==> config.mk <==
export PLATFORM = sky130hd
export DESIGN_NAME = alu_share_arbiter
export DESIGN_NICKNAME = d
export VERILOG_FILES = /design/src/rtl/alu_share_arbiter.sv
export SDC_FILE = /design/constraint.sdc
export NUM_CORES = 1
export LEC_CHECK = 0
export BUFFER_PORTS_ARGS = -buffer_cell sky130_fd_sc_hd__buf_2
export CAP_MARGIN = 20
export CORE_AREA = 2 2 109 111
export DETAILED_ROUTE_END_ITERATION = 12
export DIE_AREA = 0 0 111 113
export RECOVER_POWER = 25
export SLEW_MARGIN = 20
export SYNTH_ARGS = -nofsm -noshare
export SYNTH_HDL_FRONTEND = slang
export SYNTH_SLANG_ARGS = --single-unit
==> constraint.sdc <==
create_clock -name clk -period 3.7 [get_ports clk]
set_clock_uncertainty 0.1 [all_clocks]
set_input_delay 0 -clock clk [delete_from_list [all_inputs] [get_ports clk]]
set_output_delay 0 -clock clk [all_outputs]
set_load 0.05 [all_outputs]
==> src/rtl/alu_share_arbiter.sv <==
// alu_share_arbiter
//   Shares one combinational RV32I ALU between NUM_REQ requesters. A
//   round-robin arbiter picks one valid requester per cycle, drives its
//   operands/op onto the ALU, and captures the ALU result into a one-entry
//   response register tagged with the requester id.
//
// Ports:
//   clk, rst            clock (rising edge), asynchronous active-low reset
//   req_valid/ready     per-requester handshake; at most one ready bit high
//   req_a, req_b        packed operands, requester i at [i*XLEN +: XLEN]
//   req_sub_arith       per-requester sub / arithmetic-shift select
//   req_op              packed ALU ops, requester i at [i*OP_W +: OP_W]
//   alu_a/b/sub_arith/op  drive to the shared ALU (zero when nothing granted)
//   alu_res             combinational ALU result
//   rsp_valid/ready     response handshake
//   rsp_id, rsp_res     requester index and registered result
module alu_share_arbiter #(
  parameter int NUM_REQ = 2,
  parameter int XLEN    = 32,
  parameter int OP_W    = 3,
  parameter int ID_W    = (NUM_REQ > 1) ? $clog2(NUM_REQ) : 1
) (
  input  logic                    clk,
  input  logic                    rst,
  input  logic [NUM_REQ-1:0]      req_valid,
  output logic [NUM_REQ-1:0]      req_ready,
  input  logic [NUM_REQ*XLEN-1:0] req_a,
  input  logic [NUM_REQ*XLEN-1:0] req_b,
  input  logic [NUM_REQ-1:0]      req_sub_arith,
  input  logic [NUM_REQ*OP_W-1:0] req_op,
  output logic [XLEN-1:0]         alu_a,
  output logic [XLEN-1:0]         alu_b,
  output logic                    alu_sub_arith,
  output logic [OP_W-1:0]         alu_op,
  input  logic [XLEN-1:0]         alu_res,
  output logic                    rsp_valid,
  input  logic                    rsp_ready,
  output logic [ID_W-1:0]         rsp_id,
  output logic [XLEN-1:0]         rsp_res
);

  localparam int unsigned N = NUM_REQ;

  logic [ID_W-1:0]    ptr;
  logic [ID_W-1:0]    grant_idx;
  logic [NUM_REQ-1:0] grant;
  logic               found;
  logic               can_accept;
  logic               grant_any;

  assign can_accept = !rsp_valid || rsp_ready;

  // Scan from ptr, wrapping; the index is kept ID_W wide so it never
  // leaves 0..NUM_REQ-1 even for non-power-of-two NUM_REQ.
  always_comb begin
    int unsigned sum;
    logic [ID_W-1:0] idx;
    grant     = '0;
    grant_idx = '0;
    found     = 1'b0;
    sum       = 0;
    idx       = '0;
    for (int unsigned k = 0; k < N; k++) begin
      sum = 32'(ptr) + k;
      if (sum >= N) sum = sum - N;
      idx = ID_W'(sum);
      if (!found && req_valid[idx]) begin
        found     = 1'b1;
        grant_idx = idx;
      end
    end
    // rst gating keeps req_ready low while reset is held, where
    // can_accept would otherwise be true from the cleared response.
    if (found && can_accept && rst) grant[grant_idx] = 1'b1;
  end

  assign grant_any = |grant;
  assign req_ready = grant;

  always_comb begin
    alu_a         = '0;
    alu_b         = '0;
    alu_sub_arith = 1'b0;
    alu_op        = '0;
    for (int unsigned i = 0; i < N; i++) begin
      if (grant[i]) begin
        alu_a         = req_a[i*XLEN +: XLEN];
        alu_b         = req_b[i*XLEN +: XLEN];
        alu_sub_arith = req_sub_arith[i];
        alu_op        = req_op[i*OP_W +: OP_W];
      end
    end
  end

  always_ff @(posedge clk or negedge rst) begin
    if (!rst) begin
      rsp_valid <= 1'b0;
      rsp_id    <= '0;
      rsp_res   <= '0;
      ptr       <= '0;
    end else if (grant_any) begin
      rsp_valid <= 1'b1;
      rsp_id    <= grant_idx;
      rsp_res   <= alu_res;
      if (32'(grant_idx) == N - 1) ptr <= '0;
      else                         ptr <= grant_idx + 1'b1;
    end else if (rsp_valid && rsp_ready) begin
      rsp_valid <= 1'b0;
    end
  end

endmodule
# == Word-level counts from Yosys, hierarchy flattened ==
# Index checks and enable logic that the tools add are counted.
# word_totals
output_inout_bits,104
regBits,35
in_bits,173
# classes
reduce_logical,10
mux,24
add_sub_neg,4
order_cmp,6
# ops
cell,count
32-bit 2-to-1 mux,4
1-bit 2-to-1 mux,16
1-bit by 2-bit < comparator with 1-bit output (second input constant),3
3-bit 2-to-1 mux,2
1-bit logical AND,5
1-bit by 1-bit adder with 2-bit output (second input constant),1
1-bit by 2-bit >= comparator with 1-bit output (second input constant),1
2-bit >= comparator (second input constant),1
1-bit logical NOT,2
2-bit 2-to-1 mux,1
2-bit nonzero test,1
2-bit OR reduction,1
1-bit subtractor (second input constant),2
1-bit adder (second input constant),1
1-bit demux with 1-bit select,1
1-bit >= comparator (second input constant),1
1-bit logical OR,1

# == Logic depth before layout (Yosys ltp) ==
# logic_depth
word_depth,15
depth_mapped,5
depth_no_buf,3

# == Worst setup path after synthesis ==
# No wires, ideal clock.
# synth_timing
path_kind,reg2out
from,register rsp_valid
to,output alu_a[23]
path_stages_with_launch,6
required_ns,3.600
arrival_ns,1.749
path_buffers,2
slack_ns,1.851
cell_sequence,dfrtp_1 > nand2b_4 > and4_4 > buf_6 > buf_6 > a22o_1
# synth_via
elab_chain_cells,7
# synth_lines
element,line,source
start: declaration,36,"output logic rsp_valid,"
start signal: assignment,97,rsp_valid <= 1'b0;
start signal: assignment,102,rsp_valid <= 1'b1;
start signal: assignment,108,rsp_valid <= 1'b0;
1-bit logical NOT,51,assign can_accept = !rsp_valid || rsp_ready;
1-bit logical OR,51,
1-bit logical AND (2 in series),74,if (found && can_accept && rst) grant[grant_idx] = 1'b1;
2-bit 2-to-1 mux,74,
named net req_ready[0],26,"output logic [NUM_REQ-1:0] req_ready,"
32-bit 2-to-1 mux (2 in series),86,if (grant[i]) begin
end: declaration,31,"output logic [XLEN-1:0] alu_a,"
# The timed path passes the listed nets, and every way through them passes these cells.

# == Final worst setup path ==
# layout_timing
from,input rst
to,output alu_b[23]
# layout_via
elab_chain_cells,4
# layout_lines
element,line,source
start: declaration,24,"input logic rst,"
1-bit logical AND (*),74,
2-bit 2-to-1 mux (*),74,
32-bit 2-to-1 mux,86,
32-bit 2-to-1 mux (*),86,
end: declaration,32,"output logic [XLEN-1:0] alu_b,"
# Every way passes the cells marked *; elsewhere a longest branch is shown, timed or not.

==> impl_metrics.env <==
export IMPL_tightest_slew_ns=0.736
export IMPL_path_class="primary input to output port"
export IMPL_synth_nets=336
export IMPL_r2r_cells=4
export IMPL_start_util_pct=18.5
export IMPL_io_buffers=276
export IMPL_grt_pass1_vias=2707
export IMPL_tns_ns=0
export IMPL_vias=2698
export IMPL_hp_class="primary input to register"
export IMPL_grt_setup_unrepaired="no"
export IMPL_cp_num_buf_inv=4
export IMPL_synth_cell_type_count=14
export IMPL_cts_inserted_buffers=5
export IMPL_worstPathArrival_ns=2.62
export IMPL_grt_remaining_overflow=0
export IMPL_dieArea_sq_um=12500
export IMPL_yosys_area_share_simple_pct=1.56
export IMPL_grt_usage_pct=13.7
export IMPL_grt_max_degree=71
export IMPL_io_pins=277
export IMPL_setup_viol=0
export IMPL_yosysWarnings=0
export IMPL_cts_sinks=35
export IMPL_drc=0
export IMPL_cts_tree="yes"
export IMPL_fp_coreArea_sq_um=11300
export IMPL_drv_cap=0
export IMPL_drt_pass1_iter_count=4
export IMPL_clock_latency_ns=0.28
export IMPL_worst_path_largest_cell_delay_ns=0.79
export IMPL_p_seq_share_pct=27.3
export IMPL_cts_hold_buf=35
export IMPL_synth_top_family_by_area="compound AO/OA/AOI/OAI gates"
export IMPL_clkTransAtPathRegs_ns=0.06
export IMPL_drive_gt1_share_pct=66.7
export IMPL_syn_avg_cell_area_sq_um=12.8
export IMPL_finalCriticalPeriod_ns=2.72
export IMPL_crit_path_max_fanout=70
export IMPL_maxSlewHeadroom_pct=50.9
export IMPL_avgRoutedWirePerCell_um=15.2
export IMPL_crit_chain="dlygate4sd3_1, clkbuf_1, buf_4, and4_4, a22o_1, buf_2"
export IMPL_via_per_inst=4.42
export IMPL_root_buffer="clkbuf_16"
export IMPL_min_from="req_valid[0]"
export IMPL_die_w_um=111
export IMPL_vdd_drop_max_uv=403
export IMPL_synthXorXnorAreaFrac_pct=0
export IMPL_crit_cells=6
export IMPL_synth_fa_ha_area_share_pct=0
export IMPL_muxShareOfSynthArea_pct=17.2
export IMPL_regToRegStartpoint="rsp_valid"
export IMPL_placementRows=39
export IMPL_die_h_um=113
export IMPL_worstReg2RegEnd="rsp_id"
export IMPL_syn_to_final_growth_pct=91.7
export IMPL_maxSlewViolCount=0
export IMPL_end_kind="output port"
export IMPL_cp_start_kind="primary input"
export IMPL_p_comb_share_pct=50.2
export IMPL_worstPathRequired_ns=3.60
export IMPL_postCtsSetupRepairBufs=0
export IMPL_antenna_found_initial=3
export IMPL_grt_pass1_wl_um=13900
export IMPL_hold_violations=0
export IMPL_syn_cell_area_sq_um=2090
export IMPL_dpl_hpwl_um=7120
export IMPL_reg2reg_setup_slack_ns=1.79
export IMPL_cp_top_family="buffers and inverters"
export IMPL_fin_crit_sh_pct=73.6
export IMPL_p_sw_uw=822
export IMPL_yosys_register_bits=35
export IMPL_syn_inst=163
export IMPL_htree_levels=2
export IMPL_ys_seq_area_share_pct=41.9
export IMPL_cp_slowest_cell="and4_4"
export IMPL_power_leakage_uw=0.00222
export IMPL_whs_path_depth=3
export IMPL_synth_compound_area_share_pct=30.8
export IMPL_clk_path_buf_depth=2
export IMPL_pwr_density_cell_nw_per_um2=449
export IMPL_pwr_share_clk_pct=22.6
export IMPL_fmax_ghz=0.367
export IMPL_antenna_left=0
export IMPL_drt_iter0_markers=137
export IMPL_power_internal_uw=976
export IMPL_cts_resized=0
export IMPL_place_congestion=0.829
export IMPL_status="finished clean"
export IMPL_holdPathEnd="rsp_valid"
export IMPL_fin_nets=638
export IMPL_wl_um=9290
export IMPL_switching_share_pct=45.7
export IMPL_finalPower_uw=1800
## worst min-delay path, cell delays in order
cell	delay (ns)
buf_2	0.12
o211ai_4	0.24
nand2_1	0.14
## state kept, by name (all words and copies together), names as in the netlist
register and count:
ptr 1, rsp_id 1, rsp_res 32, rsp_valid 1
## kinds of logic (layout without fill, tap and decap cells)
kind of cell | count (synthesis) | count (layout)
AO/OA/AOI/OAI | 72 | 72
buffers and inverters | 20 | 323
flip-flops | 35 | 35
multiplexers | 32 | 32
other | 0 | 2
AND/OR/NAND/NOR | 4 | 4
## cell usage in the layout (no fill, tap or decap)
cell,netlist,routed
clkinv_2,0,1
buf_2,1,267
buf_4,9,2
o211ai_4,1,1
a22o_1,68,68
nand2_1,2,2
dlygate4sd3_1,0,35
clkbuf_1,0,10
clkbuf_16,0,5
nand2b_4,1,1
dfrtp_1,35,35
inv_1,1,1
mux2_2,30,30
buf_16,0,1
mux2_1,2,2
o2111a_2,0,1
clkinvlp_4,0,1
a21o_1,2,2
diode_2,0,2
and4_4,1,1
## cell usage after synthesis (all sizes together)
master  count  area [sq um]
mux2       32           360
inv         1          3.75
o2111a      1          11.3
buf        19           174
o211ai      1          21.3
nand2b      1          13.8
dfrtp      35           876
nand2       2          7.51
a21o        2          15.0
and4        1          11.3
a22o       68           596
## metal layers
metal / part of all wire, % / vias up / global-route usage, %
li1: - / 1258 / -
met1: 40 / 1268 / 16.3
met2: 49 / 164 / 23.6
met3: 10 / 8 / 4.71
met4: 1.0 / 0 / 3.67
met5: 0 / - / 0
## how the worst max path moves through the flow
stage               startpoint   endpoint
floorplan            rsp_valid  alu_a[23]
global placement     rsp_valid  alu_b[23]
detailed placement   rsp_valid  alu_b[23]
CTS                        rst  alu_b[23]
global route               rst  alu_b[23]
finish                     rst  alu_b[23]
## metrics by stage
stage,instance area [sq um],instances,hold WS [ns],utilization (%),setup slack [ns]
floorplan,2090,163,-0.396,-,1.85
detailed placement,3490,565,-0.297,31.0,1.45
CTS,3980,608,0.275,35.3,1.03
global placement,3490,565,-0.295,31.0,1.51
finish,4010,611,0.161,35.5,0.976
global route,4000,609,0.216,35.5,0.746
## layout make-up
| class | instances | area [sq um] |
|---|---|---|
| antenna | 2 | 5.00 |
| tap | 143 | 179 |
| clock buffer | 6 | 129 |
| fill | 1149 | 7270 |
| multi-input combinational | 108 | 1040 |
| clock inverter | 2 | 12.5 |
| inverter | 1 | 3.75 |
| sequential | 35 | 876 |
| timing repair buffer | 314 | 1760 |
## power groups by stage
stage,registers [uW],clock network [uW],logic (uW)
floorplan,733,0,398
global placement,489,0,871
detailed placement,492,0,876
CTS,489,416,905
global route,499,431,944
finish,491,406,902
Power figures use the tool's default switching activity.
